File: src/rtl/mem_stage_lsu_if.sv
// Data-memory bus between the memory-stage LSU (master) and data memory (slave).
// Request/grant handshake plus a separate read-response channel.
interface mem_stage_lsu_if;
  logic        dmem_req;
  logic        dmem_we;
  logic [31:0] dmem_addr;
  logic [31:0] dmem_wdata;
  logic [3:0]  dmem_be;
  logic        dmem_gnt;
  logic        dmem_rvalid;
  logic [31:0] dmem_rdata;

  modport master (
    output dmem_req, dmem_we, dmem_addr, dmem_wdata, dmem_be,
    input  dmem_gnt, dmem_rvalid, dmem_rdata
  );

  modport slave (
    input  dmem_req, dmem_we, dmem_addr, dmem_wdata, dmem_be,
    output dmem_gnt, dmem_rvalid, dmem_rdata
  );
endinterface

File: src/rtl/mem_stage_lsu.sv
// Memory-stage load/store unit: drives the data-memory bus, stalls the pipeline while a
// load is outstanding and formats load/store data. Define MISALIGN_TRAP_EN to trap misaligned accesses.
module mem_stage_lsu #(
  parameter int TIMEOUT_CYCLES = 16,
  parameter int CNT_W          = 5
) (
  input  logic                   clk,
  input  logic                   reset,
  input  logic [31:0]            alu_result_mem,
  input  logic [31:0]            write_data_mem,
  input  logic [2:0]             funct3_mem,
  input  logic [1:0]             result_src_mem,
  input  logic                   mem_write_mem,
  input  logic                   flush_mem,
  mem_stage_lsu_if.master        dmem,
  output logic [31:0]            read_data_mem,
  output logic                   stall_mem,
  output logic                   bus_err,
  output logic                   misalign_exc
);

  typedef enum logic {S_IDLE, S_WAIT} state_e;

  localparam logic [CNT_W-1:0] TIMEOUT_CNT = CNT_W'(TIMEOUT_CYCLES);

  state_e           state_q;
  logic [CNT_W-1:0] cnt_q;
  logic [1:0]       off_q;
  logic [2:0]       f3_q;
  logic             kill_q;

  logic       is_load, is_store, access, misalign, timeout;
  logic [1:0] off;
  logic [1:0] size;
  logic [31:0] st_wdata;
  logic [3:0]  st_be;
  logic [31:0] ld_data;
  logic [7:0]  ld_byte;
  logic [15:0] ld_half;

  assign off      = alu_result_mem[1:0];
  assign size     = funct3_mem[1:0];
  assign is_store = mem_write_mem;
  assign is_load  = (result_src_mem == 2'b01) && !mem_write_mem;
  assign access   = (is_load || is_store) && !flush_mem;
  assign timeout  = (state_q == S_WAIT) && (cnt_q == TIMEOUT_CNT) && !dmem.dmem_rvalid;

`ifdef MISALIGN_TRAP_EN
  assign misalign = access && (((size == 2'b01) && off[0]) || ((size == 2'b10) && (off != 2'b00)));
`else
  assign misalign = 1'b0;
`endif

  // NOTE: every signal written in an always_comb gets a default first, so no path can infer a latch.
  always_comb begin
    st_wdata = write_data_mem;
    st_be    = 4'b1111;
    case (size)
      2'b00: begin
        st_wdata = {4{write_data_mem[7:0]}};
        st_be    = 4'b0001 << off;
      end
      2'b01: begin
        st_wdata = {2{write_data_mem[15:0]}};
        st_be    = 4'b0011 << {off[1], 1'b0};
      end
      default: ;
    endcase
  end

  always_comb begin
    ld_byte = dmem.dmem_rdata[7:0];
    case (off_q)
      2'b01:   ld_byte = dmem.dmem_rdata[15:8];
      2'b10:   ld_byte = dmem.dmem_rdata[23:16];
      2'b11:   ld_byte = dmem.dmem_rdata[31:24];
      default: ;
    endcase
    ld_half = off_q[1] ? dmem.dmem_rdata[31:16] : dmem.dmem_rdata[15:0];
    case (f3_q)
      3'b000:  ld_data = {{24{ld_byte[7]}}, ld_byte};
      3'b001:  ld_data = {{16{ld_half[15]}}, ld_half};
      3'b100:  ld_data = {24'h0, ld_byte};
      3'b101:  ld_data = {16'h0, ld_half};
      default: ld_data = dmem.dmem_rdata;
    endcase
  end

  // Outputs are gated by reset so nothing leaks onto the bus while reset is held.
  always_comb begin
    dmem.dmem_req   = 1'b0;
    dmem.dmem_we    = 1'b0;
    dmem.dmem_addr  = 32'h0;
    dmem.dmem_wdata = 32'h0;
    dmem.dmem_be    = 4'b0000;
    read_data_mem   = 32'h0;
    stall_mem       = 1'b0;
    bus_err         = 1'b0;
    misalign_exc    = 1'b0;
    if (!reset) begin
      case (state_q)
        S_IDLE: begin
          if (misalign) begin
            misalign_exc = 1'b1;
          end else if (access) begin
            dmem.dmem_req   = 1'b1;
            dmem.dmem_we    = is_store;
            dmem.dmem_addr  = {alu_result_mem[31:2], 2'b00};
            dmem.dmem_wdata = st_wdata;
            dmem.dmem_be    = st_be;
            stall_mem       = !(is_store && dmem.dmem_gnt);
          end
        end
        S_WAIT: begin
          stall_mem = !(dmem.dmem_rvalid || timeout);
          bus_err   = timeout;
          if (dmem.dmem_rvalid && !kill_q && !flush_mem) begin
            read_data_mem = ld_data;
          end
        end
        default: ;
      endcase
    end
  end

  // NOTE: state registers use non-blocking assignments only, so every flop samples pre-edge values.
  always_ff @(posedge clk or posedge reset) begin
    if (reset) begin
      state_q <= S_IDLE;
      cnt_q   <= '0;
      off_q   <= 2'b00;
      f3_q    <= 3'b000;
      kill_q  <= 1'b0;
    end else begin
      case (state_q)
        S_IDLE: begin
          if (access && !misalign && is_load && dmem.dmem_gnt) begin
            state_q <= S_WAIT;
            cnt_q   <= '0;
            off_q   <= off;
            f3_q    <= funct3_mem;
            kill_q  <= 1'b0;
          end
        end
        S_WAIT: begin
          cnt_q <= cnt_q + 1'b1;
          // A flush while waiting only discards the eventual data; the bus still drains.
          if (flush_mem) kill_q <= 1'b1;
          if (dmem.dmem_rvalid || timeout) state_q <= S_IDLE;
        end
        default: state_q <= S_IDLE;
      endcase
    end
  end

endmodule

File: src/flat_wrapper.sv
// flat-port wrapper written by rule: the top's interface ports become plain ports
module mem_stage_lsu_flat 
#(
  parameter int TIMEOUT_CYCLES = 16,
  parameter int CNT_W          = 5
)
  (clk, reset, alu_result_mem, write_data_mem, funct3_mem, result_src_mem, mem_write_mem, flush_mem, read_data_mem, stall_mem, bus_err, misalign_exc, dmem_dmem_req, dmem_dmem_we, dmem_dmem_addr, dmem_dmem_wdata, dmem_dmem_be, dmem_dmem_gnt, dmem_dmem_rvalid, dmem_dmem_rdata);
  mem_stage_lsu_if dmem_i ();
  input  logic clk;
  input  logic reset;
  input  logic [31:0] alu_result_mem;
  input  logic [31:0] write_data_mem;
  input  logic [2:0] funct3_mem;
  input  logic [1:0] result_src_mem;
  input  logic mem_write_mem;
  input  logic flush_mem;
  output logic [31:0] read_data_mem;
  output logic stall_mem;
  output logic bus_err;
  output logic misalign_exc;
  output wire logic [$bits(dmem_i.dmem_req)-1:0] dmem_dmem_req;
  output wire logic [$bits(dmem_i.dmem_we)-1:0] dmem_dmem_we;
  output wire logic [$bits(dmem_i.dmem_addr)-1:0] dmem_dmem_addr;
  output wire logic [$bits(dmem_i.dmem_wdata)-1:0] dmem_dmem_wdata;
  output wire logic [$bits(dmem_i.dmem_be)-1:0] dmem_dmem_be;
  input wire logic [$bits(dmem_i.dmem_gnt)-1:0] dmem_dmem_gnt;
  input wire logic [$bits(dmem_i.dmem_rvalid)-1:0] dmem_dmem_rvalid;
  input wire logic [$bits(dmem_i.dmem_rdata)-1:0] dmem_dmem_rdata;
  assign dmem_dmem_req = dmem_i.dmem_req;
  assign dmem_dmem_we = dmem_i.dmem_we;
  assign dmem_dmem_addr = dmem_i.dmem_addr;
  assign dmem_dmem_wdata = dmem_i.dmem_wdata;
  assign dmem_dmem_be = dmem_i.dmem_be;
  assign dmem_i.dmem_gnt = dmem_dmem_gnt;
  assign dmem_i.dmem_rvalid = dmem_dmem_rvalid;
  assign dmem_i.dmem_rdata = dmem_dmem_rdata;
  mem_stage_lsu #(.TIMEOUT_CYCLES(TIMEOUT_CYCLES), .CNT_W(CNT_W)) u_core (.clk(clk), .reset(reset), .alu_result_mem(alu_result_mem), .write_data_mem(write_data_mem), .funct3_mem(funct3_mem), .result_src_mem(result_src_mem), .mem_write_mem(mem_write_mem), .flush_mem(flush_mem), .dmem(dmem_i), .read_data_mem(read_data_mem), .stall_mem(stall_mem), .bus_err(bus_err), .misalign_exc(misalign_exc));
endmodule
File: config.mk
export PLATFORM = sky130hd
export DESIGN_NAME = mem_stage_lsu_flat
export DESIGN_NICKNAME = d
export VERILOG_FILES = /design/src/rtl/mem_stage_lsu_if.sv /design/src/rtl/mem_stage_lsu.sv /design/src/flat_wrapper.sv
export SDC_FILE = /design/constraint.sdc
export NUM_CORES = 1
export LEC_CHECK = 0
export BUFFER_PORTS_ARGS = -buffer_cell sky130_fd_sc_hd__buf_2
export CORE_MARGIN = 2
export CORE_UTILIZATION = 34
export DETAILED_ROUTE_END_ITERATION = 8
export PLACE_DENSITY_LB_ADDON = 0.3
export SLEW_MARGIN = 40
export SYNTH_ARGS = -nofsm -noshare
export SYNTH_HDL_FRONTEND = slang
export SYNTH_SLANG_ARGS = --single-unit
File: constraint.sdc
create_clock -name clk -period 1.6 [get_ports clk]
set_clock_uncertainty 0.05 [all_clocks]
set_input_delay 0.08 -clock clk [delete_from_list [all_inputs] [get_ports clk]]
set_output_delay 0.08 -clock clk [all_outputs]
set_load 0.02 [all_outputs]
==> impl_results.md <==
- Clock slew at reported path FFs: around 0.05 ns
- Port bufs: between 200 and 250
- CP endpoint kind: output pin
- Max Root-Sink Buffers: 2
- CTS tree: yes
- Met1 usage: 28.94%
- Violated checks: negative setup slack
- HP Class: in -> reg
- Most common cell in the netlist: and2_1
- CP max stage cell: or4b_4
- Crit share post-route: 124.7%
- Initial antenna violation count: 1
- Netlist Area Pre-Place: between 2000 and 2500 sq um
- Layout area overhead: 135.0%
- Number of global-route vias before repair: 3,225
- Lkg Pwr: 2.501 nW
- Crit path cell chain: and4bb_1 > or4b_4 > buf_12 > o22ai_2 > buf_6
- CTS Buf Count: 3
- Fill count: 372
- Peak VDD IR: 0.4695 mV
- Initial Util: approximately a third
- Initial DRC count: ~170
- Synth Flop Type: dfrtp_1
- Clock sink total: 12
- Ports: about 210
- Final worst slack: -0.3952 ns
- Fin nets: 657
- Die height: approximately 84 um
- DRC viols: 0
- Core Util, Final: 81.64%
- Met3 usage: between 3 and 4%
- Synth Warn #: 0
- Crit path max-delay family: simple AND/OR/NAND/NOR gates
- Vias after detailed routing: 3,500
- Distinct cells, synth: 44
- P per Cell Area: between 500 and 600 nW/um^2
- Max-slew violations: 0
- Final hold vios: 0
- Top cells by area, synth: dfrtp_1 (14%), and2_1 (12%), mux2_2 (8.8%), inv_1 (6.4%), o22ai_2 (5.8%)
- Routed WL: ~13 mm
- Post-synth EDFFs: 0
- Layout cells sized above 1: approximately three quarters
- Largest net degree at the start of global routing: 30
- Critical Setup Path Class: reg -> out
- Post-DRT Antenna Nets: 0
- Grt peak-use layer: met2
- Global Route Usage Sum: between 20% and 30%
- DP Wirelength: just over 7 mm
- M2 GR Usage: 55.13%
- FF+latch count, synth: 12
- DR WL/cell: between 20 and 25 um
- Area share of the largest cell type after synthesis: between 10% and 20%
- Die area: ~7000 sq um
- Ys async rst share: 100.0%
- H-tree depth: 1
- Setup slack, reg-to-reg: 0.02 ns
- Final setup viols: 100
- Syn Inst Count: 310
- Core area: between 6000 and 7000 sq um
- Grt total ovfl: 0
- Drt first pass iters: 5
- Clk_lat worst skew: 0.23 ns
- Max capacitance violation total: 0
- Die width: 83.86 um
- Status: finished, violations left
- Sum Neg Setup Slack: -21.35 ns
- Commonest cells post-synth: and2_1 (41), inv_1 (37), nand2_1 (33)
- CTS root buf: clkbuf_8
- Critical Path Max Stage Delay: 0.48 ns
- Worst Path Buf+Inv: 2
- CP arrival: 1.87 ns
- Crit path max fanout: 16
- Final min period: between 1.5 and 2 ns
- Vias/cell: approximately 5.6
- Largest area contributor in the netlist: dfrtp_1
- Routability Congestion: around 0.9
- Max Clk Rate: 0.5012 GHz
- Seq/Total Area, Yosys: 13.85%
- First-pass GRT wire length: between 15 and 20 mm
- Syn avg cell area: 6.995 sq um
- Startpoint Class: register
- RSZ-0062 raised after global routing: true
- Num rows: 29
- Worst path required time: 1.47 ns
[registers in the layout, indices dropped and copies added (netlist names)]
signal,count
u_core.kill_q,1
u_core.cnt_q,5
u_core.f3_q,3
u_core.off_q,2
u_core.state_q,1
[layout by cell type, fill, tap and decap left out, types with 7 or more instances in the layout]
| cell | n |
|---|---|
| buf_2 | 111 |
| buf_6 | 89 |
| buf_4 | 41 |
| and2_4 | 38 |
| inv_1 | 37 |
| nand2_1 | 33 |
| o21ai_0 | 15 |
| mux2_2 | 13 |
| o22ai_2 | 13 |
| a21oi_2 | 10 |
| nor2_4 | 10 |
| dfrtp_1 | 10 |
| a21oi_4 | 9 |
| mux2_4 | 8 |
| mux2i_1 | 8 |
| a221oi_2 | 8 |
| buf_12 | 7 |
[worst reg2reg max path: stages (launching register included)]
cell	delay, ns
dfrtp_1	0.38
buf_6	0.13
buf_8	0.13
or3_4	0.44
mux2_1	0.33
[layer usage]
layer  share of wire (%)  wire length, um  up-vias
li1                    -                -     1552
met1                  33             4192     1656
met2                  54             6818      231
met3                 8.3             1050       61
met4                 5.2              663        0
met5                   0                0        -
[cell families (layout without fill, tap and decap cells)]
logic type	count (synthesis)	count (layout)	synth area share (%)
AO/OA/AOI/OAI	85	85	27.93
XOR/XNOR	1	1	0.4040
adder cells (fa/ha/maj)	2	2	1.154
buffers and inverters	68	302	12.81
flip-flops	12	12	13.85
multiplexers	32	32	16.79
other	1	4	0.1729
AND/OR/NAND/NOR	109	109	26.89
[area by class of cell]
| class | instances | area, sq um | share of cell area [%] |
|---|---|---|---|
| Timing Repair Buffer | 260 | 2281 | 44.77 |
| Multi-Input combinational cell | 232 | 2225 | 43.66 |
| Sequential cell | 12 | 302.8 | 5.943 |
| Inverter | 39 | 146.4 | 2.873 |
| Tap cell | 77 | 96.34 | 1.891 |
| Clock buffer | 3 | 41.29 | 0.8104 |
| Antenna cell | 1 | 2.502 | 0.04912 |
[path summary, 6_finish.rpt]
path / startpoint / endpoint / cells past startpoint
worst min-delay path: funct3_mem[2] / u_core.f3_q[2]$_DFFE_PP0P_ / 2
worst min register to register: u_core.cnt_q[3]$_DFFE_PP0P_ / u_core.cnt_q[3]$_DFFE_PP0P_ / 1
worst max-delay path: u_core.kill_q$_DFFE_PP0P_ / read_data_mem[28] / 5
worst max register to register: u_core.state_q$_DFF_PP0_ / u_core.f3_q[1]$_DFFE_PP0P_ / 4
max in group asynchronous: reset / u_core.off_q[1]$_DFFE_PP0P_ / 4
min in group asynchronous: reset / u_core.cnt_q[1]$_DFFE_PP0P_ / 4
[report_power, final]
part / internal, mW / total [mW] / switching, mW
combinational: 0.890 / 1.82 / 0.933
clock: 0.165 / 0.261 / 0.0968
sequential: 0.384 / 0.472 / 0.0887
[per-stage QoR]
step | setup WS (ns) | instance area (sq um) | power, mW | hold WS, ns | cells
floorplan | -0.1471 | 2190 | 1.136 | -0.1053 | 312
global placement | -0.1310 | 3450 | 1.592 | 0.2056 | 593
detailed placement | -0.2051 | 3450 | 1.618 | 0.2069 | 593
CTS | -0.3624 | 4320 | 2.219 | 0.02828 | 611
global route | -0.4596 | 5095 | 2.682 | 0.03597 | 624
finish | -0.3952 | 5095 | 2.556 | 0.03757 | 624
[timing repair]
action	4_1_cts	5_1_grt
setup buffers	11	6
hold buffers	1	0
resized for setup	184	158
endpoints found under the hold margin	12	0
gates cloned	5	7
pin swaps	9	44
setup endpoints to repair	100	105
Note: power is estimated with default switching activity, not from simulation.
